File: config.mk
export PLATFORM = sky130hd
export DESIGN_NAME = demux_packer_param
export DESIGN_NICKNAME = d
export VERILOG_FILES = /design/src/rtl/pcie_phy_pkg.sv /design/src/rtl/fifo_sync_param.sv /design/src/rtl/demux_packer_param.sv
export SDC_FILE = /design/constraint.sdc
export NUM_CORES = 1
export LEC_CHECK = 0
export ABC_CLOCK_PERIOD_IN_PS = 3100
export BUFFER_PORTS_ARGS = -buffer_cell sky130_fd_sc_hd__buf_2
export CORE_ASPECT_RATIO = 1.4
export CORE_MARGIN = 4
export CORE_UTILIZATION = 29
export CTS_BUF_LIST = sky130_fd_sc_hd__clkbuf_4
export CTS_CLUSTER_SIZE = 20
export DETAILED_ROUTE_END_ITERATION = 8
export PLACE_DENSITY_LB_ADDON = 0.08
export SLEW_MARGIN = 20
export SYNTH_ARGS = -nofsm -noshare
export SYNTH_HDL_FRONTEND = slang
export SYNTH_SLANG_ARGS = --single-unit
File: constraint.sdc
create_clock -name clk_4f -period 3.1 [get_ports clk_4f]
set_input_delay 0.775 -clock clk_4f [delete_from_list [all_inputs] [get_ports clk_4f]]
set_output_delay 0.775 -clock clk_4f [all_outputs]
set_load 0.01 [all_outputs]
File: src/rtl/pcie_phy_pkg.sv
// Shared PCIe PHY receive-path helpers: ceil-log2 for sizing counters/pointers
// and the default symbol widths (8-bit bytes, 10-bit raw 8b/10b symbols).
package pcie_phy_pkg;

    localparam int SYM_W_8B  = 8;
    localparam int SYM_W_10B = 10;

    function automatic int clog2(input int v);
        int r;
        r = 0;
        while ((1 << r) < v) r = r + 1;
        return r;
    endfunction

endpackage

File: src/rtl/fifo_sync_param.sv
// Single-clock FIFO, head word always visible on head_dat_o; push->visible latency 1.
// Pop on empty is ignored; push on full is ignored unless a pop frees the slot in the same cycle.
module fifo_sync_param
    import pcie_phy_pkg::*;
#(
    parameter int WIDTH = 8,
    parameter int DEPTH = 2,
    localparam int CW   = clog2(DEPTH + 1)
) (
    input  logic             clk_i,
    input  logic             rst_ni,
    input  logic             push_i,
    input  logic [WIDTH-1:0] push_dat_i,
    input  logic             pop_i,
    output logic [WIDTH-1:0] head_dat_o,
    output logic             full_o,
    output logic             empty_o,
    output logic [CW-1:0]    count_o
);

    localparam int PW = (DEPTH > 1) ? clog2(DEPTH) : 1;

    logic [WIDTH-1:0] mem_q [DEPTH];
    logic [PW-1:0]    wr_q, rd_q;
    logic [CW-1:0]    count_q;
    logic             do_push, do_pop;

    function automatic logic [PW-1:0] nxt(input logic [PW-1:0] p);
        return (p == PW'(DEPTH - 1)) ? '0 : p + 1'b1;
    endfunction

    assign do_pop  = pop_i && (count_q != '0);
    assign do_push = push_i && ((count_q != CW'(DEPTH)) || do_pop);

    always_ff @(posedge clk_i or negedge rst_ni) begin
        if (!rst_ni) begin
            wr_q    <= '0;
            rd_q    <= '0;
            count_q <= '0;
            for (int i = 0; i < DEPTH; i++) mem_q[i] <= '0;
        end else begin
            if (do_push) begin
                mem_q[wr_q] <= push_dat_i;
                wr_q        <= nxt(wr_q);
            end
            if (do_pop) rd_q <= nxt(rd_q);
            case ({do_push, do_pop})
                2'b10:   count_q <= count_q + 1'b1;
                2'b01:   count_q <= count_q - 1'b1;
                default: ;
            endcase
        end
    end

    assign head_dat_o = mem_q[rd_q];
    assign full_o     = (count_q == CW'(DEPTH));
    assign empty_o    = (count_q == '0);
    assign count_o    = count_q;

endmodule

File: src/rtl/demux_packer_param.sv
// Packs RATIO IN_W-bit symbols into one word (first symbol in MSBs), optional idle-cycle flush of partial words.
// Latency 1 from last symbol to data_out when FIFO empty; only the word-completing symbol or a pending flush stalls ready_in.
module demux_packer_param
    import pcie_phy_pkg::*;
#(
    parameter int IN_W     = SYM_W_8B,
    parameter int RATIO    = 4,
    parameter int DEPTH    = 2,
    parameter int FLUSH_EN = 1
) (
    input  logic                  clk_4f,
    input  logic                  reset_L,
    input  logic [IN_W-1:0]       data_in,
    input  logic                  valid_in,
    output logic                  ready_in,
    output logic [IN_W*RATIO-1:0] data_out,
    output logic [RATIO-1:0]      lane_en,
    output logic                  valid_out,
    input  logic                  ready_out
);

    localparam int OUT_W = IN_W * RATIO;
    localparam int CNT_W = clog2(RATIO);
    localparam int CW    = clog2(DEPTH + 1);
    localparam logic [CNT_W-1:0] LAST = CNT_W'(RATIO - 1);
    localparam logic [RATIO-1:0] ALL  = '1;

    logic [CNT_W-1:0]       cnt_q, cnt_d;
    logic [OUT_W-1:0]       asm_q, asm_d;
    logic                   flush_pend_q, flush_pend_d;
    logic                   live_q;
    logic                   fifo_full, fifo_empty;
    logic [CW-1:0]          fifo_count;
    logic [RATIO+OUT_W-1:0] push_dat, head_dat;
    logic                   push, pop, accept, flush_req, can_push;

    assign valid_out = !fifo_empty;
    assign pop       = valid_out && ready_out;
    assign can_push  = !fifo_full || pop;
    // live_q keeps ready_in low until the first edge after reset release.
    assign ready_in  = live_q && !flush_pend_q &&
                       ((fifo_count < CW'(DEPTH)) || pop || (cnt_q != LAST));
    assign accept    = valid_in && ready_in;
    // A pending flush blocks ready_in, so it never coincides with an accept.
    assign flush_req = (FLUSH_EN != 0) && live_q && (cnt_q != '0) &&
                       (flush_pend_q || !valid_in);

    always_comb begin
        cnt_d        = cnt_q;
        asm_d        = asm_q;
        flush_pend_d = flush_pend_q;
        push         = 1'b0;
        push_dat     = '0;
        if (accept) begin
            if (cnt_q == LAST) begin
                push     = 1'b1;
                push_dat = {ALL, asm_q[OUT_W-1:IN_W], data_in};
                cnt_d    = '0;
                asm_d    = '0;
            end else begin
                for (int l = 0; l < RATIO - 1; l++) begin
                    if (cnt_q == CNT_W'(l)) asm_d[(RATIO-l)*IN_W-1 -: IN_W] = data_in;
                end
                cnt_d = cnt_q + 1'b1;
            end
        end else if (flush_req) begin
            if (can_push) begin
                push         = 1'b1;
                push_dat     = {~(ALL >> cnt_q), asm_q};
                cnt_d        = '0;
                asm_d        = '0;
                flush_pend_d = 1'b0;
            end else begin
                flush_pend_d = 1'b1;
            end
        end
    end

    always_ff @(posedge clk_4f or negedge reset_L) begin
        if (!reset_L) begin
            cnt_q        <= '0;
            asm_q        <= '0;
            flush_pend_q <= 1'b0;
            live_q       <= 1'b0;
        end else begin
            cnt_q        <= cnt_d;
            asm_q        <= asm_d;
            flush_pend_q <= flush_pend_d;
            live_q       <= 1'b1;
        end
    end

    fifo_sync_param #(
        .WIDTH (OUT_W + RATIO),
        .DEPTH (DEPTH)
    ) u_fifo (
        .clk_i      (clk_4f),
        .rst_ni     (reset_L),
        .push_i     (push),
        .push_dat_i (push_dat),
        .pop_i      (pop),
        .head_dat_o (head_dat),
        .full_o     (fifo_full),
        .empty_o    (fifo_empty),
        .count_o    (fifo_count)
    );

    assign {lane_en, data_out} = head_dat;

endmodule
# Word-level counts from Yosys, hierarchy flattened
# Cells that the tools add are included.
[word_totals]
reg_bits = 112
in_bits = 12
[classes]
add_sub_neg = 5
n_lt_le_gt_ge = 4
n_eq_ne = 12
n_shift = 1
n_mux = 30
bitwise = 4
n_reduce_logical = 31
[ops]
columns = ["op", "count"]
rows = [
  ["36-bit 2-to-1 mux", 8],
  ["32-bit 2-to-1 mux", 3],
  ["72-bit bitwise mux", 1],
  ["36-bit demux with 1-bit select", 1],
  ["8-bit 2-to-1 mux", 4],
  ["24-bit 2-to-1 mux", 1],
  ["3-bit AND reduction", 4],
  ["2-bit nonzero test", 5],
  ["1-bit logical AND", 9],
  ["3-bit by 1-bit != test with 1-bit output, second input constant", 3],
  ["2-bit equality test, second input constant", 4],
  ["2-bit 2-to-1 mux", 4],
  ["1-bit 2-to-1 mux", 7],
  ["1-bit logical OR", 5],
  ["2-bit by 1-bit adder with 2-bit output, second input constant", 2],
  ["2-bit by 1-bit equality test with 1-bit output, second input constant", 2],
  ["2-bit greater-or-equal comparator, second input constant", 2],
  ["1-bit zero test", 4],
  ["2-bit zero test", 2],
  ["2-bit != test, second input constant", 2],
  ["1-bit NOT with 2-bit output", 2],
  ["4-bit NOT", 1],
  ["2-bit one-hot mux with 2 select lines", 1],
  ["2-bit AND reduction", 2],
  ["7 further kinds", 8],
]

# Depth between registers and ports, before layout
[logic_depth]
word_depth = 11
ltp_mapped = 9

# Hierarchy
# From an unflattened synthesis, not the netlist that was laid out.
[hier_totals]
hier_cells = 341
area_unflattened_um2 = 4902.2
[modules_own_cells]
columns = ["module", "instances", "cells_each", "area_per_inst_um2"]
rows = [
  ["fifo_sync_param", 1, 210, 3473.3],
  ["demux_packer_param", 1, 131, 1428.9],
]

# Worst setup path before layout
# OpenSTA, ideal clock, no wires.
[synth_path]
path_type = "in2reg"
from = "in valid_in"
to = "reg u_fifo.count_q[1] (netlist: u_fifo.count_o[1])"
arrival_ns = 2.120
setup_slack_ns = 0.855
path_stages = 7
cell_sequence = "nand2b_1 > a2111o_1 > a21boi_0 > ha_1 > xnor2_1 > nor2_1 > xor2_1"
[synth_between]
elab_chain_cells = 8
[synth_lines]
columns = ["element", "line_no", "rtl"]
rows = [
  ["start: declaration", "demux_packer_param.sv:14", "input logic valid_in,"],
  ["1-bit zero test", "demux_packer_param.sv:46", "(flush_pend_q || !valid_in);"],
  ["1-bit logical OR", "demux_packer_param.sv:46", ""],
  ["1-bit logical AND", "demux_packer_param.sv:45", "assign flush_req = (FLUSH_EN != 0) && live_q && (cnt_q != '0) &&"],
  ["1-bit 2-to-1 mux", "demux_packer_param.sv:66", "end else if (flush_req) begin"],
  ["1-bit 2-to-1 mux *", "demux_packer_param.sv:54", "if (accept) begin"],
  ["1-bit logical AND *", "fifo_sync_param.sv:33", "assign do_push = push_i && ((count_q != CW'(DEPTH)) || do_pop);"],
  ["2-bit by 1-bit equality test with 1-bit output or 2-bit equality test (tied branches)", "fifo_sync_param.sv:47", "case ({do_push, do_pop})"],
  ["2-bit one-hot mux with 2 select lines or 2-bit nonzero test (tied branches)", "n/a", ""],
  ["end signal: assignment", "fifo_sync_param.sv:48", "2'b10: count_q <= count_q + 1'b1;"],
  ["end signal: assignment", "fifo_sync_param.sv:49", "2'b01: count_q <= count_q - 1'b1;"],
  ["end: declaration", "fifo_sync_param.sv:25", "logic [CW-1:0] count_q;"],
]
# Every way passes the cells marked *; elsewhere a longest branch is shown, timed or not.
# A chain may end at the register's enable or synchronous reset.

# Final worst setup path
[layout_path]
from = "reg cnt_q[1]"
to = "reg u_fifo.mem_q[63] in the netlist's numbering"
[layout_between]
elab_chain_cells = 6
[layout_lines]
columns = ["element", "line_no", "rtl"]
rows = [
  ["start: declaration", "demux_packer_param.sv:28", "logic [CNT_W-1:0] cnt_q, cnt_d;"],
  ["start signal: assignment", "demux_packer_param.sv:86", "cnt_q <= cnt_d;"],
  ["2-bit nonzero test or 2-bit != test (tied branches)", "demux_packer_param.sv:45, demux_packer_param.sv:42", ""],
  ["1-bit logical AND or 1-bit logical OR (tied branches)", "demux_packer_param.sv:45, demux_packer_param.sv:42", ""],
  ["1-bit logical AND, on equally long branches", "demux_packer_param.sv:45, demux_packer_param.sv:41", ""],
  ["36-bit 2-to-1 mux (tied with other cells)", "demux_packer_param.sv:66", ""],
  ["36-bit 2-to-1 mux or 1-bit 2-to-1 mux (tied branches)", "demux_packer_param.sv:54", ""],
  ["72-bit bitwise mux or 1-bit logical AND (tied branches)", "fifo_sync_param.sv:43, fifo_sync_param.sv:33", ""],
  ["end signal: indexed assignment", "fifo_sync_param.sv:43", "mem_q[wr_q] <= push_dat_i;"],
  ["end: declaration", "fifo_sync_param.sv:23", "logic [WIDTH-1:0] mem_q [DEPTH];"],
]
# Parallel ways exist; a longest one is shown, timed or not.

==> results.py <==
metrics = {
    "outcome": {
        "status": "finished clean",
    },
    "cts": {
        "htreeDepth": 3,
        "cts-resized-gates": 0,
        "path_clk_slew_ps": 160,
        "cts_sinks": 104,
        "holdBufCountCts": 0,
        "root_buffer": "clkbuf_4",
        "insertion_delay_ps": 450,
        "cts_setup_buffers": 0,
        "cts-buffers-inserted": 9,
        "cts_tree": "done",
        "clockBufferDepth": 2,
    },
    "routing": {
        "viasPerCell": 4.77,
        "postRouteAntennaNets": 0,
        "wl_per_cell_microns": 18.5,
        "routed_wl_mm": 10.6,
        "drtPass1Iterations": 4,
        "drcViolationCount": 0,
        "drt_iter0_markers": 114,
        "vias": 2720,
    },
    "sta": {
        "hold_violations": 0,
        "worst_pin_slew_ps": 711,
        "fin_tns_setup_ps": 0,
        "fmax_mhz": 408,
        "period_share_pct": 79.2,
        "drv_slew": 0,
        "maxSlewHeadroom_pct": 52.3,
        "setup-violations-final": 0,
        "rsz0062_at_grt": "false",
        "period_needed_ps": 2450,
        "finalClockSkew_ps": 20.3,
    },
    "yosys": {
        "ys.flop_type": "dfrtp_1",
        "syn-mean-instance-area_sq_um": 14.8,
        "async_reset_ff_share_pct": 100,
        "ys_seq_area_share_pct": 55.3,
        "ys_warn_count": 0,
        "syn_area_sq_mm": 0.00470,
        "ys_ff_latch": 104,
        "synth_edf_count": 0,
        "synthCells": 317,
        "netlist.area_leader.share_pct": 55.3,
        "synth.area.top_cells": "dfrtp_1, mux2_2, mux2_4",
        "yosysMostFrequentCell": "dfrtp_1",
        "yosysTopAreaCell": "dfrtp_1",
        "ys_top_cells_by_count": "dfrtp_1, mux2_2, mux2_4",
        "synth_cell_types": 43,
        "synth.net_count": 335,
    },
    "critical_path": {
        "crit_arrival_ps": 2800,
        "crit_fanout": 12,
        "rrSetupSlack_ps": 650,
        "worst_r2r_startpoint": "cnt_q[1]",
        "cp-end-kind": "register",
        "startpoint_type": "register",
        "endpoint": "u_fifo.mem_q[63]",
        "timing.rr.end": "u_fifo.mem_q[63]",
        "startpoint": "cnt_q[1]",
        "path_class": "register to register",
        "cp.required_ps": 3450,
        "reg2regPathDepth": 7,
    },
    "die": {
        "initial_core_util_pct": 29.9,
        "die_h_microns": 159,
        "ioPinCount": 50,
        "die-area_sq_mm": 0.0183,
        "core_sq_mm": 0.0157,
        "num_rows": 54,
        "dieWidth_microns": 116,
    },
    "layout": {
        "drive_gt1_share_pct": 47.2,
        "final_core_util_pct": 33.5,
        "n_fill_cell": 1546,
        "final_nets": 387,
        "syn_to_final_growth_pct": 12.2,
        "fin_cells": 570,
    },
    "power_and_ir_drop": {
        "p_clk_share_pct": 13.7,
        "switching_share_pct": 35.0,
        "p_seq_share_pct": 45.1,
        "p_int_mw": 3.33,
        "p_leak_nw": 2.69,
        "comb_power_share_pct": 41.3,
        "switchingPower_mw": 1.79,
        "power.density_mw_per_mm2": 969,
        "max-vdd-ir-drop_v": 0.000344,
    },
    "placement": {
        "gp_congestion": 0.810,
        "port_buffers": 49,
        "dp.cells": 554,
        "dp_hpwl_mm": 7.05,
    },
    "global_route": {
        "grt_overflow": 0,
        "grt_util_all_layers_pct": 12.2,
        "grt_pass1_wl_mm": 16.9,
        "grt_antenna_before_repair": 1,
        "grt_start_max_net_pins": 105,
        "grt_pass1_vias": 2874,
    },
    "worst_hold_path": {
        "min-delay-path-class": "input pin to asynchronous set/reset pin",
    },
    "run": {
        "maxCapViolCount": 0,
    },
}
-- flip-flops by register name, indices dropped and copies added (netlist names) --
name / count
cnt_q: 2
asm_q: 24
u_fifo.count_o: 2
u_fifo.mem_q: 72
flush_pend_q: 1
live_q: 1
u_fifo.wr_q: 1
u_fifo.rd_q: 1
-- routing by layer --
layer	vias up	share of wire, %	GRT usage [%]
li1	1244	-	-
met1	1405	46	16.1
met2	56	49	20.0
met3	15	3.0	2.17
met4	0	1.9	4.48
met5	-	0	0
-- worst max-delay path, stage by stage (launching register included) --
cell and delay (ps):
dfrtp_1 500, inv_1 110, ha_1 230, and2b_1 320, nand2_4 120, a211o_2 500, buf_4 270, mux2_4 300
-- worst min path at each step --
| stage | startpoint | endpoint | slack [ps] | cells past startpoint |
|---|---|---|---|---|
| floorplan | u_fifo.mem_q[35] | u_fifo.mem_q[35] | 430 | 1 |
| global placement | u_fifo.mem_q[35] | u_fifo.mem_q[35] | 440 | 1 |
| detailed placement | u_fifo.mem_q[71] | u_fifo.mem_q[71] | 460 | 1 |
| CTS | reset_L | u_fifo.mem_q[3] | 370 | 2 |
| global route | reset_L | u_fifo.mem_q[3] | 380 | 2 |
| finish | reset_L | u_fifo.mem_q[27] | 350 | 2 |
-- cell families after synthesis --
family / share of synthesized area (%)
AO/OA/AOI/OAI: 6.49
XOR/XNOR: 0.931
adder cells (fa/ha/maj): 1.60
buffers and inverters: 3.19
flip-flops: 55.3
multiplexers: 27.1
other: 0.0797
AND/OR/NAND/NOR: 5.24
-- stage by stage --
stage	hold WS [ps]	setup WS, ps	cell area (sq um)	total power [mW]
global placement	444	622	5150	4.49
detailed placement	456	563	5150	4.51
global route	377	529	5280	5.50
CTS	367	566	5280	5.23
finish	348	646	5280	5.12
floorplan	428	855	4700	3.82
-- layout make-up --
type | instances | area [sq um] | area share (%)
clock inverters | 6 | 60.1 | 1.14
multi-input cells | 194 | 1950 | 37.0
well taps | 196 | 245 | 4.65
flip-flops and latches | 104 | 2600 | 49.3
repair buffers | 55 | 330 | 6.26
inverters | 5 | 18.8 | 0.356
diodes | 1 | 2.50 | 0.0474
clock buffers | 9 | 67.6 | 1.28
-- placed cells by master, fill, tap and decap left out, types with 5 or more instances in the layout --
cell and instances:
inv_1 5, a22o_1 16, mux2_2 77, and2_1 10
clkbuf_4 9, mux2_4 19, mux2_1 11, dfrtp_1 104
ha_1 6, o21ai_0 5, buf_2 48, nand2_1 5
-- power groups by stage --
stage / clock (mW) / sequential (mW) / combinational, mW
after detailed placement: 0 / 2.35 / 2.16
after global placement: 0 / 2.34 / 2.15
after global routing: 0.798 / 2.40 / 2.31
final: 0.700 / 2.31 / 2.11
after floorplan: 0 / 2.20 / 1.62
after CTS: 0.737 / 2.32 / 2.17
No activity file was read; power rests on OpenSTA's default activity.
